[config.mk]
export PLATFORM = sky130hd
export DESIGN_NAME = audio_i2s_tx
export DESIGN_NICKNAME = d
export VERILOG_FILES = /design/src/rtl/audio_pkg.sv /design/src/rtl/audio_bclk_gen.sv /design/src/rtl/audio_i2s_tx.sv
export SDC_FILE = /design/constraint.sdc
export NUM_CORES = 1
export LEC_CHECK = 0
export BUFFER_PORTS_ARGS = -buffer_cell sky130_fd_sc_hd__buf_2
export CORE_MARGIN = 2
export CORE_UTILIZATION = 25
export DETAILED_ROUTE_END_ITERATION = 10
export GPL_TIMING_DRIVEN = 0
export HOLD_SLACK_MARGIN = 0.06
export PLACE_DENSITY_LB_ADDON = 0.05
export SLEW_MARGIN = 20
export SYNTH_ARGS = -nofsm -noshare
export SYNTH_HDL_FRONTEND = slang
export SYNTH_HIERARCHICAL = 1
export SYNTH_SLANG_ARGS = --single-unit
[constraint.sdc]
create_clock -name iclk -period 2.46 [get_ports iclk]
set_input_delay 0.246 -clock iclk [delete_from_list [all_inputs] [get_ports iclk]]
set_output_delay 0.246 -clock iclk [all_outputs]
set_load 0.03 [all_outputs]
[src/rtl/audio_pkg.sv]
// Shared types and defaults for the I2S DAC playback path.
package audio_pkg;

    // Serializer run state.
    typedef enum logic [1:0] {
        IDLE  = 2'd0,
        RUN   = 2'd1,
        DRAIN = 2'd2
    } i2s_state_t;

    // Defaults for a 50 MHz system clock:
    // BCLK = 50 MHz / (2 * 8) = 3.125 MHz
    // fs   = 3.125 MHz / 64 = 48.83 kHz
    localparam int DEF_BCLK_HALF_DIV = 8;
    localparam int DEF_SAMPLE_WIDTH  = 16;
    localparam int DEF_SLOT_WIDTH    = 32;

    // BCLK periods in one left+right frame.
    function automatic int frame_bclks(input int slot_width);
        return 2 * slot_width;
    endfunction

endpackage

[src/rtl/audio_bclk_gen.sv]
// BCLK divider: toggles bclk every BCLK_HALF_DIV system clocks while enabled.
// It also flags the system clock edge on which bclk will fall.
module audio_bclk_gen #(
    parameter int BCLK_HALF_DIV = 8
) (
    input  logic clk,
    input  logic rst_n,
    input  logic en,
    output logic bclk,
    output logic fall
);

    localparam int CW = $clog2(BCLK_HALF_DIV);
    localparam logic [CW-1:0] DIV_LAST = CW'(BCLK_HALF_DIV - 1);

    logic [CW-1:0] div_cnt;

    // Half-period counter and BCLK toggle. Held at zero/low while disabled.
    always_ff @(posedge clk or negedge rst_n) begin
        if (!rst_n) begin
            div_cnt <= '0;
            bclk    <= 1'b0;
        end else if (!en) begin
            div_cnt <= '0;
            bclk    <= 1'b0;
        end else if (div_cnt == DIV_LAST) begin
            div_cnt <= '0;
            bclk    <= ~bclk;
        end else begin
            div_cnt <= div_cnt + 1'b1;
        end
    end

    assign fall = en && (div_cnt == DIV_LAST) && bclk;

endmodule

[src/rtl/audio_i2s_tx.sv]
// I2S playback serializer: one-pair holding buffer, run/drain FSM and
// per-slot shift registers driving DACLRCK/DACDAT on BCLK falling edges.
//
// state | meaning
// IDLE  | stopped; BCLK low, LRCK high, data low
// RUN   | streaming frames, loading a new pair at each frame boundary
// DRAIN | stop requested; finish current frame, then IDLE
module audio_i2s_tx
    import audio_pkg::*;
#(
    parameter int BCLK_HALF_DIV = DEF_BCLK_HALF_DIV,
    parameter int SAMPLE_WIDTH  = DEF_SAMPLE_WIDTH,
    parameter int SLOT_WIDTH    = DEF_SLOT_WIDTH
) (
    input  logic                    iclk,
    input  logic                    irst_n,
    input  logic                    ien,
    input  logic                    isample_valid,
    input  logic [SAMPLE_WIDTH-1:0] isample_left,
    input  logic [SAMPLE_WIDTH-1:0] isample_right,
    output logic                    osample_ready,
    output logic                    obclk,
    output logic                    odaclrck,
    output logic                    odacdat,
    output logic                    oframe_start,
    output logic                    ounderrun,
    output logic                    obusy
);

    localparam int FRAME = frame_bclks(SLOT_WIDTH);
    localparam int BW    = $clog2(FRAME);
    localparam logic [BW-1:0] LAST_BIT = BW'(FRAME - 1);
    localparam logic [BW-1:0] SLOT_B   = BW'(SLOT_WIDTH);
    localparam logic [BW-1:0] SW_B     = BW'(SAMPLE_WIDTH);

    i2s_state_t state, state_next;

    logic                    fall_tick;
    logic                    buf_full;
    logic [SAMPLE_WIDTH-1:0] buf_left, buf_right;
    logic [SAMPLE_WIDTH-1:0] sh_left, sh_right;
    logic [BW-1:0]           bit_cnt, bit_next, pos;
    logic                    right_slot, in_window;
    logic                    accept, wrap, stop_now, load;

    audio_bclk_gen #(
        .BCLK_HALF_DIV(BCLK_HALF_DIV)
    ) u_bclk (
        .clk   (iclk),
        .rst_n (irst_n),
        .en    (state != IDLE),
        .bclk  (obclk),
        .fall  (fall_tick)
    );

    assign osample_ready = !buf_full;
    assign accept        = isample_valid && !buf_full;

    // A falling edge at the last bit is the frame boundary; in DRAIN with no
    // renewed run request it ends the stream instead of loading a frame.
    assign wrap     = fall_tick && (bit_cnt == LAST_BIT);
    assign stop_now = wrap && (state == DRAIN) && !ien;
    assign load     = wrap && !stop_now;

    // Bit position that the coming falling edge moves to.
    always_comb begin
        bit_next   = (bit_cnt == LAST_BIT) ? '0 : bit_cnt + 1'b1;
        right_slot = (bit_next >= SLOT_B);
        pos        = right_slot ? bit_next - SLOT_B : bit_next;
        in_window  = (pos != '0) && (pos <= SW_B);
    end

    // Next-state logic.
    always_comb begin
        state_next = state;
        case (state)
            IDLE:    if (ien) state_next = RUN;
            RUN:     if (!ien) state_next = DRAIN;
            DRAIN: begin
                if (stop_now)  state_next = IDLE;
                else if (ien)  state_next = RUN;
            end
            default: state_next = IDLE;
        endcase
    end

    // State register and busy flag.
    always_ff @(posedge iclk or negedge irst_n) begin
        if (!irst_n) begin
            state <= IDLE;
            obusy <= 1'b0;
        end else begin
            state <= state_next;
            obusy <= (state_next != IDLE);
        end
    end

    // Holding buffer. An accept on the load cycle lands here after the load
    // has already taken the (empty) buffer, so it waits for the next frame.
    always_ff @(posedge iclk or negedge irst_n) begin
        if (!irst_n) begin
            buf_full  <= 1'b0;
            buf_left  <= '0;
            buf_right <= '0;
        end else if (accept) begin
            buf_full  <= 1'b1;
            buf_left  <= isample_left;
            buf_right <= isample_right;
        end else if (load) begin
            buf_full  <= 1'b0;
        end
    end

    // Bit counter, frame load and serial output, all on BCLK falling edges.
    always_ff @(posedge iclk or negedge irst_n) begin
        if (!irst_n) begin
            bit_cnt      <= LAST_BIT;
            odaclrck     <= 1'b1;
            odacdat      <= 1'b0;
            sh_left      <= '0;
            sh_right     <= '0;
            oframe_start <= 1'b0;
            ounderrun    <= 1'b0;
        end else begin
            oframe_start <= 1'b0;
            ounderrun    <= 1'b0;
            if (stop_now) begin
                bit_cnt  <= LAST_BIT;
                odaclrck <= 1'b1;
                odacdat  <= 1'b0;
            end else if (fall_tick) begin
                bit_cnt  <= bit_next;
                odaclrck <= right_slot;
                if (load) begin
                    sh_left      <= buf_full ? buf_left  : '0;
                    sh_right     <= buf_full ? buf_right : '0;
                    oframe_start <= 1'b1;
                    ounderrun    <= !buf_full;
                    odacdat      <= 1'b0;
                end else if (in_window) begin
                    if (right_slot) begin
                        odacdat  <= sh_right[SAMPLE_WIDTH-1];
                        sh_right <= {sh_right[SAMPLE_WIDTH-2:0], 1'b0};
                    end else begin
                        odacdat  <= sh_left[SAMPLE_WIDTH-1];
                        sh_left  <= {sh_left[SAMPLE_WIDTH-2:0], 1'b0};
                    end
                end else begin
                    odacdat <= 1'b0;
                end
            end
        end
    end

endmodule

==> run metrics, run 1 <==
# diodes=0; # nets final=408; max cap viols=0; clock root buffer master=clkbuf_16; fin area=4510 um^2; Crit Path Class=reg -> reg; port bufs=42; layout cells sized above 1=a little over a third; Switch Pwr=813 uW; vias=~2500; Sw Share=24.2%; die width=126 um; synthesized area per cell=11.9 um^2; Worst Setup SP=bit_cnt[4]; Hold Crit Start=ien; Detail Route Antenna Nets=0; Reg2Reg Setup Slack=130 ps; sequential area share after synthesis=55.7%; final WL=8470 um; vias in the first global route=2682; antenna violations before repair=0; CTS tree=built; CP bufs+invs=2; GRT overflow=0; Placed Instances=538; Final Setup Violations=0; Net Count, Synth=350; Reg2Reg Depth=7; total die area=15800 um^2; worst min path class=in -> reg; Worst-path clk slew=60 ps; Total GRT Usage=11.8%; CTS HTree Levels=3; share of flip-flops with an asynchronous set or reset=100%; CP delay by family, top=compound AO/OA/AOI/OAI gates; static leakage=1.93 nW; TritonCTS Sinks=82; Critical Path RT=2690 ps; Skew-Pair Late Insertion Delay=340 ps; most common flop cell mapped by yosys=dfrtp_1; slowest stage cell, crit path=dfstp_2; CTS Buf Count=9; worst setup path end=sh_left[3]; mapped cell area=3700 um^2; HPWL after DPL=5620 um; Worst VDD drop=315 uV; Int Pwr=2.54 mW; Gate power share=11.5%; Worst Setup Slack post-DPL=-329 ps; critical path data arrival time=2550 ps; average wire per cell in the routed design=15.2 um; status=finished clean; flops & latches, synth=82; Crit. path cell count=7; DP Area=4180 um^2; slowest stage delay, CP=around 520 ps; Final WS setup=between 100 and 150 ps; Critical Path Source Type=register; starting density of the core=25.6%; RSZ-0062 raised after global routing=false; final slew viol count=0; Synth Instances=311; final hold violations=0; reg2reg start=bit_cnt[4]; first-pass GRT wire length=14300 um; 1st-iter DRT viols=approximately 170; period utilization=94.5%; # DRC=0; CP cell instances=buf_2 > and4_1 > o221a_4 > o21ai_4 > a211oi_4 > buf_4 > mux2_2; Min Clock Period, post-route=roughly 2300 ps; Yosys Warn Count=6; Clk pwr share=37.9%; IO Pins=43; post-synth cell types=42; Die Span Y=about 130 um; CTS Buffer Depth=2; Worst Path Max Fanout=8; PwrDens=743 nW/um^2; EDFF count, synth=0; clk_skew=4.24 ps; pin count of the biggest net entering global routing=44; Area Growth Syn to Fin=21.9%; Final Wtd Congestion=0.715; fmax=~430 MHz; total iterations of the first detailed-routing run=4; Worst Setup End Kind=register; core area=14500 um^2; Flop pwr share=50.6%; Post-Layout Cell Count=558; FP Rows=44; relative slew slack=a little over half; Worst R2R End=sh_left[3]; Worst Tran Pin Value=681 ps; vias per cell=4.45
==> power by group through the flow <==
stage                     Sequential [mW]  Clock, mW  Combinational, mW
after floorplan                      1.68          0              0.275
after global placement               1.73          0              0.380
after detailed placement             1.73          0              0.395
after CTS                            1.71       1.32              0.397
after global routing                 1.73       1.39              0.435
final                                1.70       1.27              0.385
==> worst min path at each step <==
stage,depth (start not counted),slack [ps],to
5_1_grt,2,120,state[1]
4_1_cts,2,90,state[1]
6_report,2,110,state[1]
2_1_floorplan,0,-50,buf_full
3_3_place_gp,1,430,u_bclk/div_cnt[0]
3_5_place_dp,1,200,odacdat
==> cell usage in the layout, fill, tap and decap left out, types with 2 or more instances in the layout <==
| cell type | instances |
|---|---|
| ha_1 | 3 |
| clkbuf_8 | 2 |
| buf_6 | 3 |
| nand2_1 | 33 |
| nand4_1 | 2 |
| mux2_2 | 36 |
| a21boi_0 | 2 |
| mux2_1 | 2 |
| dfstp_2 | 7 |
| buf_4 | 4 |
| clkbuf_16 | 9 |
| buf_2 | 43 |
| inv_1 | 4 |
| mux2i_1 | 16 |
| clkbuf_1 | 14 |
| nor2_1 | 2 |
| a21oi_1 | 6 |
| nor3b_1 | 2 |
| or2_2 | 2 |
| a31oi_1 | 3 |
| o21a_1 | 3 |
| nand2b_1 | 3 |
| clkbuf_2 | 6 |
| mux2_4 | 9 |
| dfrtp_1 | 75 |
| o21ai_0 | 33 |
| and2_1 | 5 |
| nand3_1 | 20 |
==> registers in the layout, summed over array words and instances, names as in the netlist <==
| signal | flops |
|---|---|
| buf_left | 16 |
| buf_right | 16 |
| sh_left | 16 |
| sh_right | 16 |
| bit_cnt | 6 |
| u_bclk/div_cnt | 3 |
| state | 2 |
| buf_full | 1 |
| obusy | 1 |
| odacdat | 1 |
| odaclrck | 1 |
| oframe_start | 1 |
| ounderrun | 1 |
| u_bclk/bclk | 1 |
==> Yosys cell counts (2+ instances only) <==
cell      number  area share, %
nor3b_1        2           0.41
o21ai_0       34            4.6
o21a_1         3           0.61
a21boi_0       2           0.41
a31oi_1        3           0.51
nor2_1         2           0.20
or2_2          2           0.34
mux2i_1       16            4.3
nand2_1       34            3.4
buf_2          4           0.54
nand2b_1       3           0.51
nand3_1       20            2.7
ha_1           3            1.0
a21oi_1        7           0.95
mux2_1         2           0.61
dfstp_2        7            5.0
buf_6          2           0.61
mux2_4         9            3.6
mux2_2        36             11
dfrtp_1       75             51
clkbuf_1      16            1.6
nand4_1        2           0.34
inv_1          4           0.41
and2_1         5           0.84
==> through the flow <==
stage	setup TNS (ps)	hold slack (ps)	util [%]	total power [mW]
detailed placement	-7610	204	28.8	2.13
global route	0	116	31.2	3.55
CTS	0	89.1	31.0	3.43
finish	0	105	31.2	3.36
floorplan	0	-49.6	-	1.96
global placement	-7070	429	28.6	2.11
==> repair_timing <==
action                     in CTS  in global routing
gates cloned                    0                  1
pin swaps                       2                  1
hold buffers                    1                  0
setup buffers                   3                  0
hold endpoints to repair       36                  0
setup endpoints to repair      33                 25
resized for setup               5                 13
==> metal layers <==
| metal | global-route usage, % | up-vias | share of wire, % | routed length [um] |
|---|---|---|---|---|
| met1 | 16.7 | 1215 | 51 | 4330 |
| met4 | 6.47 | 0 | 2.5 | 215 |
| met5 | 0 | - | 0 | 0 |
| met3 | 2.63 | 12 | 2.6 | 223 |
| met2 | 16.6 | 40 | 44 | 3700 |
| li1 | - | 1215 | - | - |
==> worst register-to-register path: stages, from the launching register on <==
cell      delay [ps]
dfstp_2          520
buf_2            190
and4_1           330
o221a_4          230
o21ai_4           80
a211oi_4         320
buf_4            210
mux2_2           330
==> logic make-up (layout without fill, tap and decap cells) <==
logic type / Yosys count / after routing / share of synthesized area (%)
DFF: 82 / 82 / 55.7
and+or+nand+nor: 78 / 78 / 10.4
muxes: 63 / 63 / 19.5
AOI/OAI and AO/OA: 58 / 58 / 9.94
buffers and inverters: 26 / 89 / 3.18
adders and majority gates: 3 / 3 / 1.01
xor gates and xnor gates: 1 / 1 / 0.237
==> area by class of cell <==
type | count | area (um^2)
Sequential cell | 82 | 2060
Buffer | 21 | 115
Multi-Input combinational cell | 203 | 1530
Fill cell | 1491 | 9960
Clock buffer | 16 | 272
Inverter | 4 | 15.0
Tap cell | 184 | 230
Timing Repair Buffer | 48 | 288
(Power assumes the default switching activity.)
==> inputs of run 2 (changes only) <==
--- a/config.mk
+++ b/config.mk
@@ -5,11 +5,11 @@
 export SDC_FILE = /design/constraint.sdc
 export NUM_CORES = 1
 export LEC_CHECK = 0
+export ABC_AREA = 1
 export BUFFER_PORTS_ARGS = -buffer_cell sky130_fd_sc_hd__buf_2
 export CORE_MARGIN = 2
 export CORE_UTILIZATION = 25
 export DETAILED_ROUTE_END_ITERATION = 10
-export GPL_TIMING_DRIVEN = 0
 export HOLD_SLACK_MARGIN = 0.06
 export PLACE_DENSITY_LB_ADDON = 0.05
 export SLEW_MARGIN = 20
==> run metrics, run 2 <==
Int Pwr=2.50 mW (-1.8%); fmax=471 MHz (+9.6%); average wire per cell in the routed design=13.5 um (-11%); Sw Share=24.9% (+0.65 points); Reg2Reg Depth=9 (+2); Final WS setup=339 ps (+204 ps); area of the multi-input gates=1690 um^2 (+9.9%); flops & latches, synth=82 (unchanged); critical path data arrival time=2340 ps (-210 ps); pin count of the biggest net entering global routing=43 (-2.3%); status=finished clean; Hold Crit Start=isample_left[9]; layout cells sized above 1=36.7% (+1.1 points); most common flop cell mapped by yosys=dfrtp_1; RSZ-0062 raised after global routing=false; final slew viol count=0 (unchanged); Fill cells=1670 (+12%); 1st-iter DRT viols=153 (-7.3%); Total GRT Usage=11.9% (+0.17 points); final hold violations=0 (unchanged); fin util=29.8% (-1.4 points); largest cells by area after synthesis=dfrtp_1 (47%), nand2_1 (11%), mux2_2 (9.1%); Switch Pwr=826 uW (+1.6%); total die area=16900 um^2 (+6.9%); Worst-path clk slew=60 ps (about the same); CTS HTree Levels=3 (unchanged); Net Count, Synth=442 (+26%); static leakage=2.29 nW (+19%); core area=15700 um^2 (+8.5%); worst min path class=in -> reg; CTS Buf Count=9 (unchanged); Synth Instances=403 (+30%); # diodes=0 (unchanged); hold depth=2 (unchanged); EDFF count, synth=0 (unchanged); PwrDens=709 nW/um^2 (-4.6%); # nets final=482 (+18%); Die Span Y=130 um (+3.4%); FP Rows=46 (+4.5%); hold path endpoint=buf_left[9]; GRT overflow=0 (unchanged); die width=130 um (+3.4%); Worst VDD drop=335 uV (+6.6%); final WL=8970 um (+5.9%); # DRC=0 (unchanged); Total Neg Setup Slack=0 ps (unchanged); post-synth cell types=32 (-24%); Area Growth Syn to Fin=18.1%; port bufs=42 (unchanged); top post-synthesis cells by count=nand2_1 (115), dfrtp_1 (75), mux2_2 (32), o21ai_0 (32), nand2_2 (31); Gate power share=11.0% (-0.5 points); Worst Path Max Fanout=33 (+25); Yosys top cell area share=47.3% (-3.4 points); Yosys Warn Count=6 (unchanged); starting density of the core=25.3% (-0.32 points); Critical Path RT=2680 ps (about the same); Worst Tran Pin Value=573 ps (-108 ps); period utilization=86.2% (-8.3 points); CTS tree=built; # resized after CTS=0 (-5); most common cell after layout, fill and taps aside=nand2_1; Skew-Pair Late Insertion Delay=340 ps (about the same); vias in the first global route=2940 (+9.6%); reg2reg start=u_bclk/div_cnt[0]; HPWL after DPL=5850 um (+4.0%); Crit Path Class=reg -> reg; Detail Route Antenna Nets=0 (unchanged); share of flip-flops with an asynchronous set or reset=100% (unchanged); Worst Setup SP=u_bclk/div_cnt[0]; Final Wtd Congestion=0.686 (-4.1%); antenna violations before repair=0 (unchanged); vias per cell=4.19 (-5.8%); clock root buffer master=clkbuf_16; Register Area=2060 um^2 (unchanged); clk_skew=5.04 ps (+0.796 ps); first-pass GRT wire length=15500 um (+7.9%); Final Setup Violations=0 (unchanged); total iterations of the first detailed-routing run=4 (unchanged); TritonCTS Sinks=82 (unchanged); Flop pwr share=45.5% (-5.1 points); synthesized area per cell=9.85 um^2 (-17%); Reg2Reg Setup Slack=340 ps (+200 ps); IO Pins=43 (unchanged); most common cell in the netlist=nand2_1; vias=2777 (+12%); CTS Buffer Depth=2 (unchanged); Critical Path Source Type=register; relative slew slack=61.8% (+7.2 points); Clk pwr share=43.4% (+5.5 points); Worst R2R End=sh_left[7]; Worst Setup End Kind=register; max cap viols=0 (unchanged); Min Clock Period, post-route=2120 ps (-204 ps); Worst Setup Slack post-DPL=318 ps (+646 ps); sequential area share after synthesis=51.9% (-3.7 points); leading area contributor after synthesis=dfrtp_1; mapped cell area=3970 um^2 (+7.2%); commonest cells after routing, fill and taps aside=nand2_1 (115), dfrtp_1 (75), buf_2 (41)
==> run 2: cell count changes after synthesis, moves of 10 or more <==
cell,delta
clkbuf_1,-10
inv_1,+11
mux2i_1,-16
nand2_1,+81
nand2_2,+31
nand3_1,-12
nand4_1,+15
o21ai_2,+16
==> run 2: cell type report <==
type | count | share of cell area [%]
Sequential cell | 82 | 44.0
Multi-Input combinational cell | 282 | 36.0
Timing Repair Buffer | 51 | 6.30
Tap cell | 216 | 5.77
Clock buffer | 10 | 4.89
Clock inverter | 5 | 1.71
Inverter | 17 | 1.36
==> run 2: routing by layer <==
layer	track usage [%]	wire [um]	up-vias
met5	0	0	-
met4	5.50	184	0
li1	-	-	1411
met3	2.09	273	13
met1	17.6	4820	1305
met2	17.0	3690	48
==> run 2: power by group through the flow <==
stage	combinational [mW]	clock (mW)	sequential, mW
6_report	0.367	1.44	1.51
5_1_grt	0.426	1.56	1.53
4_1_cts	0.378	1.51	1.51
3_5_place_dp	0.376	0	1.54
3_3_place_gp	0.377	0	1.54
2_1_floorplan	0.245	0	1.53
==> run 2: cell families after synthesis <==
family,after synthesis,synth area share [%]
AND/OR/NAND/NOR,193,23.4
flip-flops,82,51.9
AO/OA/AOI/OAI,54,8.96
buffers and inverters,39,5.64
multiplexers,32,9.08
adder cells (fa/ha/maj),3,0.946
==> run 2: worst max-delay path by stage <==
stage	to	slack (ps)	cells after the start
6_report	sh_left[7]	340	9
5_1_grt	odaclrck	40	10
4_1_cts	sh_left[7]	300	9
3_5_place_dp	sh_left[7]	320	8
3_3_place_gp	sh_left[12]	270	8
2_1_floorplan	sh_left[10]	650	10
==> run 2: timing repair <==
item                                    in CTS  in global routing
endpoints found under the hold margin       40                  0
endpoints found under the setup margin       0                  0
buffers inserted                             0                  0
hold buffers                                 1                  0
==> run 2: metrics by stage <==
step | total power [mW] | hold WS [ps] | instance area [um^2] | std cells
detailed placement | 1.91 | 296 | 4370 | 647
finish | 3.32 | 127 | 4680 | 663
floorplan | 1.77 | -49.6 | 3970 | 403
global route | 3.52 | 121 | 4680 | 663
CTS | 3.40 | 118 | 4680 | 663
global placement | 1.91 | 293 | 4370 | 647
==> run 2: critical path, stage by stage, from the launching register on <==
cell      delay, ps
dfrtp_1         340
ha_1            150
ha_1            190
nand2_1          70
nor2_2          290
o211ai_4        190
inv_2           410
nand2_1         130
o21ai_0         130
o21ai_2          80
==> inputs of run 3 (changes only) <==
--- a/config.mk
+++ b/config.mk
@@ -11,6 +11,7 @@
 export CORE_UTILIZATION = 25
 export DETAILED_ROUTE_END_ITERATION = 10
 export HOLD_SLACK_MARGIN = 0.06
+export MAX_ROUTING_LAYER = met4
 export PLACE_DENSITY_LB_ADDON = 0.05
 export SLEW_MARGIN = 20
 export SYNTH_ARGS = -nofsm -noshare
==> run metrics, run 3 (same netlist as run 2, synthesis figures left out) <==
pin count of the biggest net entering global routing=43 (unchanged); vias in the first global route=2934 (-0.20%); Skew-Pair Late Insertion Delay=340 ps (about the same); IO Pins=43 (unchanged); # DRC=0 (unchanged); HPWL after DPL=5850 um (unchanged); period utilization=86.1% (-0.14 points); CTS tree=built; CP cell instances=ha_1 > ha_1 > nand2_1 > nor2_2 > o211ai_4 > inv_2 > nand2_1 > o21ai_0 > o21ai_2; Critical Path RT=2680 ps (about the same); antenna violations before repair=0 (unchanged); GRT overflow=0 (unchanged); clk_skew=4.82 ps (-0.215 ps); Final Wtd Congestion=0.693 (+1.0%); Area Growth Syn to Fin=18.1% (unchanged); CTS Buf Count=9 (unchanged); 1st-iter DRT viols=159 (+3.9%); vias=2773 (-0.14%); clock root buffer master=clkbuf_16; commonest cells after routing, fill and taps aside=nand2_1 (115), dfrtp_1 (75), buf_2 (41); # nets final=482 (unchanged); port bufs=42 (unchanged); slowest stage cell, crit path=inv_2; postcts setup bufs=0 (unchanged); Fill cells=1670 (unchanged); total die area=16900 um^2 (unchanged); final hold violations=0 (unchanged); Worst VDD drop=336 uV (+0.21%); DP Area=4370 um^2 (unchanged); hold depth=2 (unchanged); metal3 WL=288 um (+5.5%); final WL=8960 um (-0.13%); WL met1=4790 um (-0.73%); Register Area=2060 um^2 (unchanged); PwrDens=710 nW/um^2 (about the same); total iterations of the first detailed-routing run=4 (unchanged); Worst-path clk slew=60 ps (about the same); Reg2Reg Depth=9 (unchanged); Crit Path Class=reg -> reg; Final Setup Violations=0 (unchanged); PnR Total Power=3.32 mW (about the same); uppermost layer routed=met4; CTS HTree Levels=3 (unchanged); # diodes=0 (unchanged); met2 wire length=3700 um (+0.19%); fin area=4680 um^2 (unchanged); final slew viol count=0 (unchanged); critical path data arrival time=2340 ps (about the same); Detail Route Antenna Nets=0 (unchanged); FP Rows=46 (unchanged); die width=130 um (unchanged); static leakage=2.29 nW (unchanged); Critical Path Source Type=register; worst min path class=in -> reg; Worst Tran Pin Value=575 ps (+2.26 ps); layout cells sized above 1=36.7% (unchanged); Worst Path Max Fanout=33 (unchanged); most common cell after layout, fill and taps aside=nand2_1; first-pass GRT wire length=15400 um (-0.14%); starting density of the core=25.3% (unchanged); Worst Setup End Kind=register; Total Neg Setup Slack=0 ps (unchanged); area of the multi-input gates=1690 um^2 (unchanged); Min Clock Period, post-route=2120 ps (-3.56 ps); fmax=472 MHz (+0.17%); max cap viols=0 (unchanged); TritonCTS Sinks=82 (unchanged); Die Span Y=130 um (unchanged); vias per cell=4.18 (-0.14%); Total GRT Usage=12.3% (+0.35 points); relative slew slack=61.7% (-0.15 points); CTS Buffer Depth=2 (unchanged); RSZ-0062 raised after global routing=false; core area=15700 um^2 (unchanged); average wire per cell in the routed design=13.5 um (-0.13%); slowest stage delay, CP=410 ps (about the same); status=finished clean
[run 3: cell counts in the layout (fill, tap and decap cells not counted)]
Identical to the previous run, type by type.
[run 3: path summary, 6_finish.rpt]
check	end	from	slack, ps
min in group asynchronous	u_bclk/div_cnt[2]	irst_n	450
worst min register to register	u_bclk/div_cnt[0]	u_bclk/div_cnt[0]	430
worst max-delay path	sh_left[7]	u_bclk/div_cnt[0]	340
worst min-delay path	buf_left[9]	isample_left[9]	130
max in group asynchronous	bit_cnt[4]	irst_n	1300
worst max register to register	sh_left[7]	u_bclk/div_cnt[0]	340
[run 3: layer usage]
layer / global-route usage (%) / up-vias
met5: - / -
met4: 5.50 / 0
met3: 2.09 / 13
met2: 17.0 / 52
met1: 17.6 / 1298
li1: - / 1410
[run 3: final cells by class]
type,count,area share (%)
clock buffer,10,4.89
clock inverter,5,1.71
inverter,17,1.36
multi-input combinational,282,36.0
sequential,82,44.0
tap,216,5.77
timing repair buffer,51,6.30
[run 3: critical path, delay by kind of cell, from the launching register on]
kind	cells	cell delay, ps
flip-flops	1	340
buffers and inverters	1	410
AND/OR/NAND/NOR	3	490
AO/OA/AOI/OAI	3	400
adder cells (fa/ha/maj)	2	340
[run 3: through the flow]
| stage | hold WS (ps) | instances | util [%] | setup WS (ps) |
|---|---|---|---|---|
| after floorplan | -49.6 | 403 | - | 649 |
| after global placement | 293 | 647 | 27.8 | 271 |
| after detailed placement | 296 | 647 | 27.8 | 318 |
| after CTS | 118 | 663 | 29.8 | 296 |
| after global routing | 121 | 663 | 29.8 | 39.4 |
| final | 127 | 663 | 29.8 | 342 |
[run 3: power by group]
| group | leakage [nW] | total, mW | internal (mW) | switching (mW) |
|---|---|---|---|---|
| Clock | 0.145 | 1.44 | 0.882 | 0.563 |
| Combinational | 1.04 | 0.367 | 0.157 | 0.210 |
| Sequential | 1.11 | 1.51 | 1.46 | 0.0557 |
[run 3: timing repair]
item	CTS	global route
gates resized for setup	0	0
hold buffers	1	0
hold endpoints to repair	40	0
